==> config.mk <==
export PLATFORM = sky130hd
export DESIGN_NAME = button_debounce
export DESIGN_NICKNAME = d
export VERILOG_FILES = /design/src/rtl/button_pkg.sv /design/src/rtl/sync2.sv /design/src/rtl/button_debounce.sv
export SDC_FILE = /design/constraint.sdc
export NUM_CORES = 1
export LEC_CHECK = 0
export ABC_AREA = 0
export BUFFER_PORTS_ARGS = -buffer_cell sky130_fd_sc_hd__buf_2
export CORE_UTILIZATION = 54
export DETAILED_ROUTE_END_ITERATION = 10
export PLACE_DENSITY_LB_ADDON = 0.2
export SLEW_MARGIN = 0
export SYNTH_ARGS = -nofsm -noshare
export SYNTH_HDL_FRONTEND = slang
export SYNTH_SLANG_ARGS = --single-unit
==> constraint.sdc <==
create_clock -name clk -period 2.2 [get_ports clk]
set_clock_uncertainty 0.15 [all_clocks]
set_input_delay 0.66 -clock clk [delete_from_list [all_inputs] [get_ports clk]]
set_output_delay 0.66 -clock clk [all_outputs]
set_load 0.03 [all_outputs]
==> src/rtl/button_pkg.sv <==
// Shared state encoding and default 25 MHz timing for the push-button conditioner.
package button_pkg;

  typedef enum logic [1:0] {
    IDLE    = 2'd0,
    DEB_DN  = 2'd1,
    PRESSED = 2'd2,
    DEB_UP  = 2'd3
  } btn_state_e;

  localparam int unsigned DEF_DEBOUNCE_CYCLES = 32'd250000;
  localparam int unsigned DEF_LONG_CYCLES     = 32'd25000000;
  localparam int unsigned DEF_REPEAT_CYCLES   = 32'd5000000;

  // Counter width able to hold 0..limit-1, never narrower than one bit.
  function automatic int unsigned cnt_width(input int unsigned limit);
    return (limit < 32'd2) ? 32'd1 : $clog2(limit);
  endfunction

endpackage

==> src/rtl/sync2.sv <==
// Generic two-flop synchroniser for an asynchronous single-bit input pin.
module sync2 #(
  parameter logic RST_VAL = 1'b1
) (
  input  logic clk,
  input  logic rst_n,
  input  logic d,
  output logic q
);

  logic meta_d;
  logic meta_q;
  logic sync_d;
  logic sync_q;

  // Next value of each stage of the chain.
  always_comb begin
    meta_d = d;
    sync_d = meta_q;
  end

  // Both stages start at RST_VAL so an idle pin produces no spurious edge.
  always_ff @(posedge clk or negedge rst_n) begin
    if (!rst_n) begin
      meta_q <= RST_VAL;
      sync_q <= RST_VAL;
    end else begin
      meta_q <= meta_d;
      sync_q <= sync_d;
    end
  end

  assign q = sync_q;

endmodule

==> src/rtl/button_debounce.sv <==
// Debounces the active-low button pin and emits press/release/long/repeat pulses.
module button_debounce
  import button_pkg::*;
#(
  parameter int unsigned DEBOUNCE_CYCLES = DEF_DEBOUNCE_CYCLES,
  parameter int unsigned LONG_CYCLES     = DEF_LONG_CYCLES,
  parameter int unsigned REPEAT_CYCLES   = DEF_REPEAT_CYCLES
) (
  input  logic clk,
  input  logic rst_n,
  input  logic btn_n,
  output logic pressed,
  output logic press_pulse,
  output logic release_pulse,
  output logic long_pulse,
  output logic repeat_pulse
);

  localparam int unsigned DW = cnt_width(DEBOUNCE_CYCLES);
  localparam int unsigned HW = cnt_width(LONG_CYCLES);
  localparam int unsigned RW = cnt_width(REPEAT_CYCLES);

  localparam logic [DW-1:0] DEB_LAST  = DW'(DEBOUNCE_CYCLES - 32'd1);
  localparam logic [DW-1:0] DEB_ONE   = DW'(32'd1);
  localparam logic [HW-1:0] HOLD_LAST = HW'(LONG_CYCLES - 32'd1);
  localparam logic [HW-1:0] HOLD_ONE  = HW'(32'd1);
  localparam logic [RW-1:0] REP_LAST  = RW'(REPEAT_CYCLES - 32'd1);
  localparam logic [RW-1:0] REP_ONE   = RW'(32'd1);

  if ((DEBOUNCE_CYCLES < 32'd2) || (LONG_CYCLES < 32'd2) || (REPEAT_CYCLES < 32'd2)) begin : g_bad_param
    $error("button_debounce: every timing parameter must be at least 2");
  end

  logic btn_sync_s;
  logic down_s;

  btn_state_e    state_d,     state_q;
  logic [DW-1:0] deb_cnt_d,   deb_cnt_q;
  logic [HW-1:0] hold_cnt_d,  hold_cnt_q;
  logic [RW-1:0] rep_cnt_d,   rep_cnt_q;
  logic          long_done_d, long_done_q;
  logic          pressed_d,   pressed_q;
  logic          press_d,     press_q;
  logic          release_d,   release_q;
  logic          long_d,      long_q;
  logic          repeat_d,    repeat_q;

  logic          hold_active_s;
  logic [HW-1:0] hold_step_s;
  logic [RW-1:0] rep_step_s;
  logic          long_fire_s;
  logic          rep_fire_s;

  sync2 #(.RST_VAL(1'b1)) u_sync (
    .clk   (clk),
    .rst_n (rst_n),
    .d     (btn_n),
    .q     (btn_sync_s)
  );

  assign down_s = ~btn_sync_s;

  // One step of the hold timer: count up to the long threshold, then pace repeats.
  always_comb begin
    hold_step_s = hold_cnt_q;
    rep_step_s  = rep_cnt_q;
    long_fire_s = 1'b0;
    rep_fire_s  = 1'b0;
    if (hold_cnt_q != HOLD_LAST) begin
      hold_step_s = hold_cnt_q + HOLD_ONE;
    end else if (!long_done_q) begin
      long_fire_s = 1'b1;
      rep_step_s  = '0;
    end else if (rep_cnt_q == REP_LAST) begin
      rep_fire_s = 1'b1;
      rep_step_s = '0;
    end else begin
      rep_step_s = rep_cnt_q + REP_ONE;
    end
  end

  // Debounce state machine; the release edge clears hold state so it wins over a repeat.
  always_comb begin
    state_d       = state_q;
    deb_cnt_d     = deb_cnt_q;
    hold_cnt_d    = hold_cnt_q;
    rep_cnt_d     = rep_cnt_q;
    long_done_d   = long_done_q;
    pressed_d     = pressed_q;
    press_d       = 1'b0;
    release_d     = 1'b0;
    long_d        = 1'b0;
    repeat_d      = 1'b0;
    hold_active_s = 1'b0;
    case (state_q)
      IDLE: begin
        pressed_d = 1'b0;
        if (down_s) begin
          state_d   = DEB_DN;
          deb_cnt_d = DEB_ONE;
        end else begin
          deb_cnt_d = '0;
        end
      end
      DEB_DN: begin
        pressed_d = 1'b0;
        if (!down_s) begin
          state_d   = IDLE;
          deb_cnt_d = '0;
        end else if (deb_cnt_q == DEB_LAST) begin
          state_d     = PRESSED;
          press_d     = 1'b1;
          pressed_d   = 1'b1;
          deb_cnt_d   = '0;
          hold_cnt_d  = '0;
          rep_cnt_d   = '0;
          long_done_d = 1'b0;
        end else begin
          deb_cnt_d = deb_cnt_q + DEB_ONE;
        end
      end
      PRESSED: begin
        pressed_d     = 1'b1;
        hold_active_s = 1'b1;
        if (!down_s) begin
          state_d   = DEB_UP;
          deb_cnt_d = DEB_ONE;
        end else begin
          state_d = PRESSED;
        end
      end
      DEB_UP: begin
        pressed_d = 1'b1;
        if (down_s) begin
          state_d       = PRESSED;
          hold_active_s = 1'b1;
        end else if (deb_cnt_q == DEB_LAST) begin
          state_d     = IDLE;
          release_d   = 1'b1;
          pressed_d   = 1'b0;
          deb_cnt_d   = '0;
          hold_cnt_d  = '0;
          rep_cnt_d   = '0;
          long_done_d = 1'b0;
        end else begin
          deb_cnt_d     = deb_cnt_q + DEB_ONE;
          hold_active_s = 1'b1;
        end
      end
      default: begin
        state_d     = IDLE;
        deb_cnt_d   = '0;
        hold_cnt_d  = '0;
        rep_cnt_d   = '0;
        long_done_d = 1'b0;
        pressed_d   = 1'b0;
      end
    endcase
    if (hold_active_s) begin
      hold_cnt_d  = hold_step_s;
      rep_cnt_d   = rep_step_s;
      long_done_d = long_done_q | long_fire_s;
      long_d      = long_fire_s;
      repeat_d    = rep_fire_s;
    end else begin
      long_d   = 1'b0;
      repeat_d = 1'b0;
    end
  end

  // State, counters and registered outputs.
  always_ff @(posedge clk or negedge rst_n) begin
    if (!rst_n) begin
      state_q     <= IDLE;
      deb_cnt_q   <= '0;
      hold_cnt_q  <= '0;
      rep_cnt_q   <= '0;
      long_done_q <= 1'b0;
      pressed_q   <= 1'b0;
      press_q     <= 1'b0;
      release_q   <= 1'b0;
      long_q      <= 1'b0;
      repeat_q    <= 1'b0;
    end else begin
      state_q     <= state_d;
      deb_cnt_q   <= deb_cnt_d;
      hold_cnt_q  <= hold_cnt_d;
      rep_cnt_q   <= rep_cnt_d;
      long_done_q <= long_done_d;
      pressed_q   <= pressed_d;
      press_q     <= press_d;
      release_q   <= release_d;
      long_q      <= long_d;
      repeat_q    <= repeat_d;
    end
  end

  assign pressed       = pressed_q;
  assign press_pulse   = press_q;
  assign release_pulse = release_q;
  assign long_pulse    = long_q;
  assign repeat_pulse  = repeat_q;

endmodule

# Word level (Yosys, flattened, before mapping)

Index checks and enable logic that the tools add are counted.

Input port bits: 3
Output and inout port bits: 5
Word-level logic and storage cells: 86
Register bits: 76

Bitwise gates (word level): 1
Reductions and logical operators: 7
Add/sub/neg operators: 3
Eq/ne operators: 15
Mux-type cells: 48

Operators with widths:

| operator              | count |
|---|---|
| $mux 23               | 7 |
| $mux 25               | 5 |
| $mux 18               | 4 |
| $pmux 18 s4           | 1 |
| $pmux 25 s2           | 1 |
| $pmux 23 s2           | 1 |
| $add 25x1->25 const B | 1 |
| $ne 25x25->1 const B  | 1 |
| $add 23x1->23 const B | 1 |
| $eq 23x23->1 const B  | 1 |
| $mux 1                | 20 |
| $add 18x1->18 const B | 1 |
| $eq 18x18->1 const B  | 1 |
| $mux 2                | 5 |
| $pmux 2 s4            | 1 |
| $reduce_and 4->1      | 2 |
| $ne 2x1->1 const B    | 3 |
| $ne 3x2->1 const B    | 2 |
| $ne 3x3->1 const B    | 2 |
| $reduce_and 3->1      | 2 |
| $eq 2x2->1 const B    | 2 |
| $ne 2x2->1 const B    | 2 |
| $pmux 1 s2            | 2 |
| $pmux 1 s4            | 1 |
| other kinds (5)       | 5 |

# Logic depth before layout (Yosys ltp)

Depth in word-level cells: 6
Depth in mapped cells: 8
Gate-level depth less buffers: 6

# By module

A second synthesis with hierarchy kept.

Cell total of the unflattened synthesis: 470
Area total of the unflattened synthesis: 4249.1 sq um

Modules (own cells, without submodules):

| module          | seq. area each (sq um) | area each (sq um) | instances | cells each |
|---|---|---|---|---|
| button_debounce | 1851.8                 | 4196.5            | 1         | 468 |
| sync2           | 52.6                   | 52.6              | 1         | 2 |

# Worst setup path before layout

No wires, ideal clock.

Kind: register -> register
From: register hold_cnt_q[15]
To: register rep_cnt_q[16]
Setup slack: -0.156 ns
Cell stages (with the launch flop): 7
Period minus slack after synthesis: 2.356 ns
Path buffers: 1
Data required time: 1.958 ns
Setup time: 0.092 ns
Arrival time: 2.114 ns
Path through: dfrtp_1 > or4_4 > or3_4 > nor4_4 > o211ai_4 > buf_6 > o31ai_2

Word-level cells in the longest chain between the ends: 3

RTL lines:

| what                              | RTL line               | source |
|---|---|---|
| start, declared                   | button_debounce.sv:39  | `logic [HW-1:0] hold_cnt_d, hold_cnt_q;` |
| start signal, assigned            | button_debounce.sv:187 | `hold_cnt_q <= hold_cnt_d;` |
| $ne 25x25->1                      | button_debounce.sv:69  | `if (hold_cnt_q != HOLD_LAST) begin` |
| $ne 2x2->1 (no source line)       | --                     |  |
| $reduce_and 4->1 (no source line) | --                     |  |
| end signal, assigned              | button_debounce.sv:188 | `rep_cnt_q <= rep_cnt_d;` |
| end, declared                     | button_debounce.sv:40  | `logic [RW-1:0] rep_cnt_d, rep_cnt_q;` |

Every way passes these cells.
A chain may end at the register's enable or synchronous reset.

# Final worst setup path

From: register hold_cnt_q[9]
To: register hold_cnt_q[17]

Word-level cells in the longest chain between the ends: 3
Elaborated cells between the ends (all ways): 6
Those cells by class: add/sub: 1; eq/ne: 2; mux: 2; reduce/logical: 1

RTL lines:

| what                                          | RTL line |
|---|---|
| $add 25x1->25 or $ne 25x25->1 (tied branches) | button_debounce.sv:70, button_debounce.sv:69 |
| $mux 25 or $ne 2x1->1 (tied branches)         | -- |
| $mux 25 or $reduce_and 4->1 (tied branches)   | -- |

Several ways; a longest one is shown, not always the timed one. The select of a mux whose other input is x is not followed.

==> metrics <==
status=finished with violations; failing checks=setup timing; placed instance area=~0.0052 mm2; Worst setup SP type=flop; sequential area share after synthesis=42.1%; # DRC=0; Hold Fails Final Rpt=0; critical path endpoint category=flop; Slew Viols, Final=0; Syn Area/Cell=9.24 um2; Worst R2R Start=hold_cnt_q[9]; chip height=93.5 um; Worst setup endpoint=hold_cnt_q[17]; Initial Util=55.3%; post-layout instance area=0.00603 mm2; nets=586; final setup fails=39; leakage dissipation=between 2 and 2.5 nW; unrepaired setup endpoints after global routing=yes; Die Wd=just over 90 um; layout cells sized above 1=33.2%; Final WS setup=-182 ps; initial drt markers=330; critical path launch point=hold_cnt_q[9]; mapped cell area=0.00452 mm2; reg2reg setup slack=-180 ps; Worst Max-Slew Pin Slew=510 ps; CTS clk-pin slew, worst paths=90 ps; Clock Path Buffers=2; CTS tree=yes; I/O Buffers=7; Num Clock Sinks=76; overall routing resource usage=30.0%; Total Routed Length=13.3 mm; area delta synth->final=33.4%; arrival time at the worst endpoint=between 2000 and 3000 ps; Synth async-reset ratio=100%; Post-synth EDFFs=0; r2r endpoint=hold_cnt_q[17]; share of Yosys cell area claimed by the top area cell type=41.0%; H-tree levels=3; ANT nets after route=0; gpl congestion=0.886; largest net degree at the start of global routing=31; synthesized flop and latch total=76; GRT Residual Overflow=0; Ys Warns=0; Worst EP required=2330 ps; first-pass GRT wire length=20.3 mm; Setup TNS=-3700 ps; DR vias/cell=6.61; router iterations before antenna repair=5; post-DR wirelength/cell=around 19 um; WS Path Type=reg2reg; fill cell count=around 550; Syn Inst Count=489; Fmax=420 MHz; final worst-path cycle share=108%; Slew HR=65.7%; FF-to-FF path depth=6; Unique masters post-synth=64; I/O Pins=8; P per Cell Area=476 mW/mm2; clock root buffer=clkbuf_8; HPWL Detailed=8.15 mm; Max-Cap Viols=0; CTS Buf Count=9; CP Max Fanout=30; row count=33; routed vias=4563; initial antenna violation count=0; die area=0.00874 mm2; Clk Latency, worst-skew pair=360 ps; top area cells in the synthesized netlist=dfrtp_1 41%, nand2_1 3.8%, nand3_1 3.4%, nand4_1 2.8%, or4_1 2.7%; Tmin final=2380 ps; Post-synth top flop=dfrtp_1; Net Count, Synth=approximately 500; Synth area leader=dfrtp_1; Worst VDD drop=about 360 uV; HP Class=in2async; vias in the first global route=4237; core region area=between 0.008 and 0.009 mm2; ant diodes=0
-- how the worst min path moves through the flow --
stage                     end  cells past startpoint           from
3_3_place_gp         u_sync.q                      0  u_sync.meta_q
6_report        hold_cnt_q[5]                      1          rst_n
4_1_cts         hold_cnt_q[5]                      1          rst_n
2_1_floorplan        u_sync.q                      0  u_sync.meta_q
5_1_grt        hold_cnt_q[12]                      1          rst_n
3_5_place_dp         u_sync.q                      0  u_sync.meta_q
-- worst max-delay path: stages (launching register included) --
cell and delay, ps:
dfrtp_1 400, or4_4 550, or4_4 550, o21ai_4 190, buf_12 180, o31ai_1 110, a21oi_1 150
-- cell usage after synthesis (7+ instances only) --
cell type   n
nor4_1     14
nand3_1    31
and3_1      9
inv_1      11
clkbuf_1   19
a22oi_1     8
o21ai_0    10
xnor2_1     7
nor2_1     25
nand2b_1   11
o211ai_1    7
and2_1     10
a31oi_1    13
a22o_1      7
nand2_1    46
o21ai_1     8
o31ai_1    15
a32oi_1     8
dfrtp_1    74
or4_1      16
a21oi_1    23
nand4_1    20
-- sequential cells by signal (all words and copies together), names as in the netlist, named ones only --
| name | flops |
|---|---|
| long_done_q | 1 |
| repeat_pulse | 1 |
| long_pulse | 1 |
| rep_cnt_q | 23 |
| release_pulse | 1 |
| hold_cnt_q | 25 |
| pressed | 1 |
| deb_cnt_q | 18 |
| state_q | 1 |
| press_pulse | 1 |
| u_sync.meta_q | 1 |
| u_sync.q | 1 |
-- cells in the final DEF (no fill, tap or decap), types with 8 or more instances in the layout --
cell,instances
nor2_1,24
buf_6,17
clkbuf_8,9
buf_4,76
nand4_1,20
a21oi_1,19
and3_1,8
nand2b_1,11
dfrtp_1,74
o31ai_1,12
a31oi_1,13
or4_1,14
nand2_1,45
nand3_1,29
o21ai_1,12
inv_1,11
and2_1,8
-- per-stage QoR --
stage	hold WS (ps)	power, mW	worst slack [ps]	utilization [%]	std cells
detailed placement	201	1.56	-209	64.1	655
global placement	197	1.56	-148	64.1	655
CTS	85.4	2.86	-153	69.3	681
floorplan	195	1.48	-112	-	489
global route	101	2.95	-276	73.8	690
finish	75.2	2.87	-182	73.8	690
-- per-layer routing --
layer / wire [um] / share of wire, % / vias to the layer above / track usage [%]
met4: 338 / 2.5 / 0 / 12.2
met3: 857 / 6.4 / 36 / 5.37
met5: 0 / 0 / - / 0
li1: - / - / 2062 / -
met2: 6610 / 50 / 211 / 49.3
met1: 5510 / 41 / 2254 / 39.0
-- where the power goes --
part / internal [mW] / switching, mW / leakage [nW]
clock network: 0.754 / 0.561 / 0.109
registers: 1.41 / 0.00973 / 1.05
logic: 0.0534 / 0.0814 / 1.30
-- area by class of cell --
type                            instances  area (um2)  share of cell area, %
Clock buffer                           10         128                   2.12
Sequential cell                        76        1900                   31.6
Inverter                               11        41.3                  0.685
Multi-Input combinational cell        376        2790                   46.3
Timing Repair Buffer                  106         922                   15.3
Tap cell                              105         131                   2.18
Clock inverter                          6         113                   1.87
-- kinds of logic after synthesis --
kind of cell | share of synthesized area [%]
AO/OA/AOI/OAI | 20.6
XOR/XNOR | 2.52
adder cells (fa/ha/maj) | 0.831
buffers and inverters | 3.82
flip-flops | 42.1
multiplexers | 1.11
AND/OR/NAND/NOR | 29.0
-- what timing repair did --
action,CTS,global route
pin swaps,22,35
endpoints found under the hold margin,0,0
cloned,3,3
buffers inserted,7,6
hold buffers,0,0
resized for setup,29,53
endpoints found under the setup margin,50,51
(Power assumes the default switching activity.)
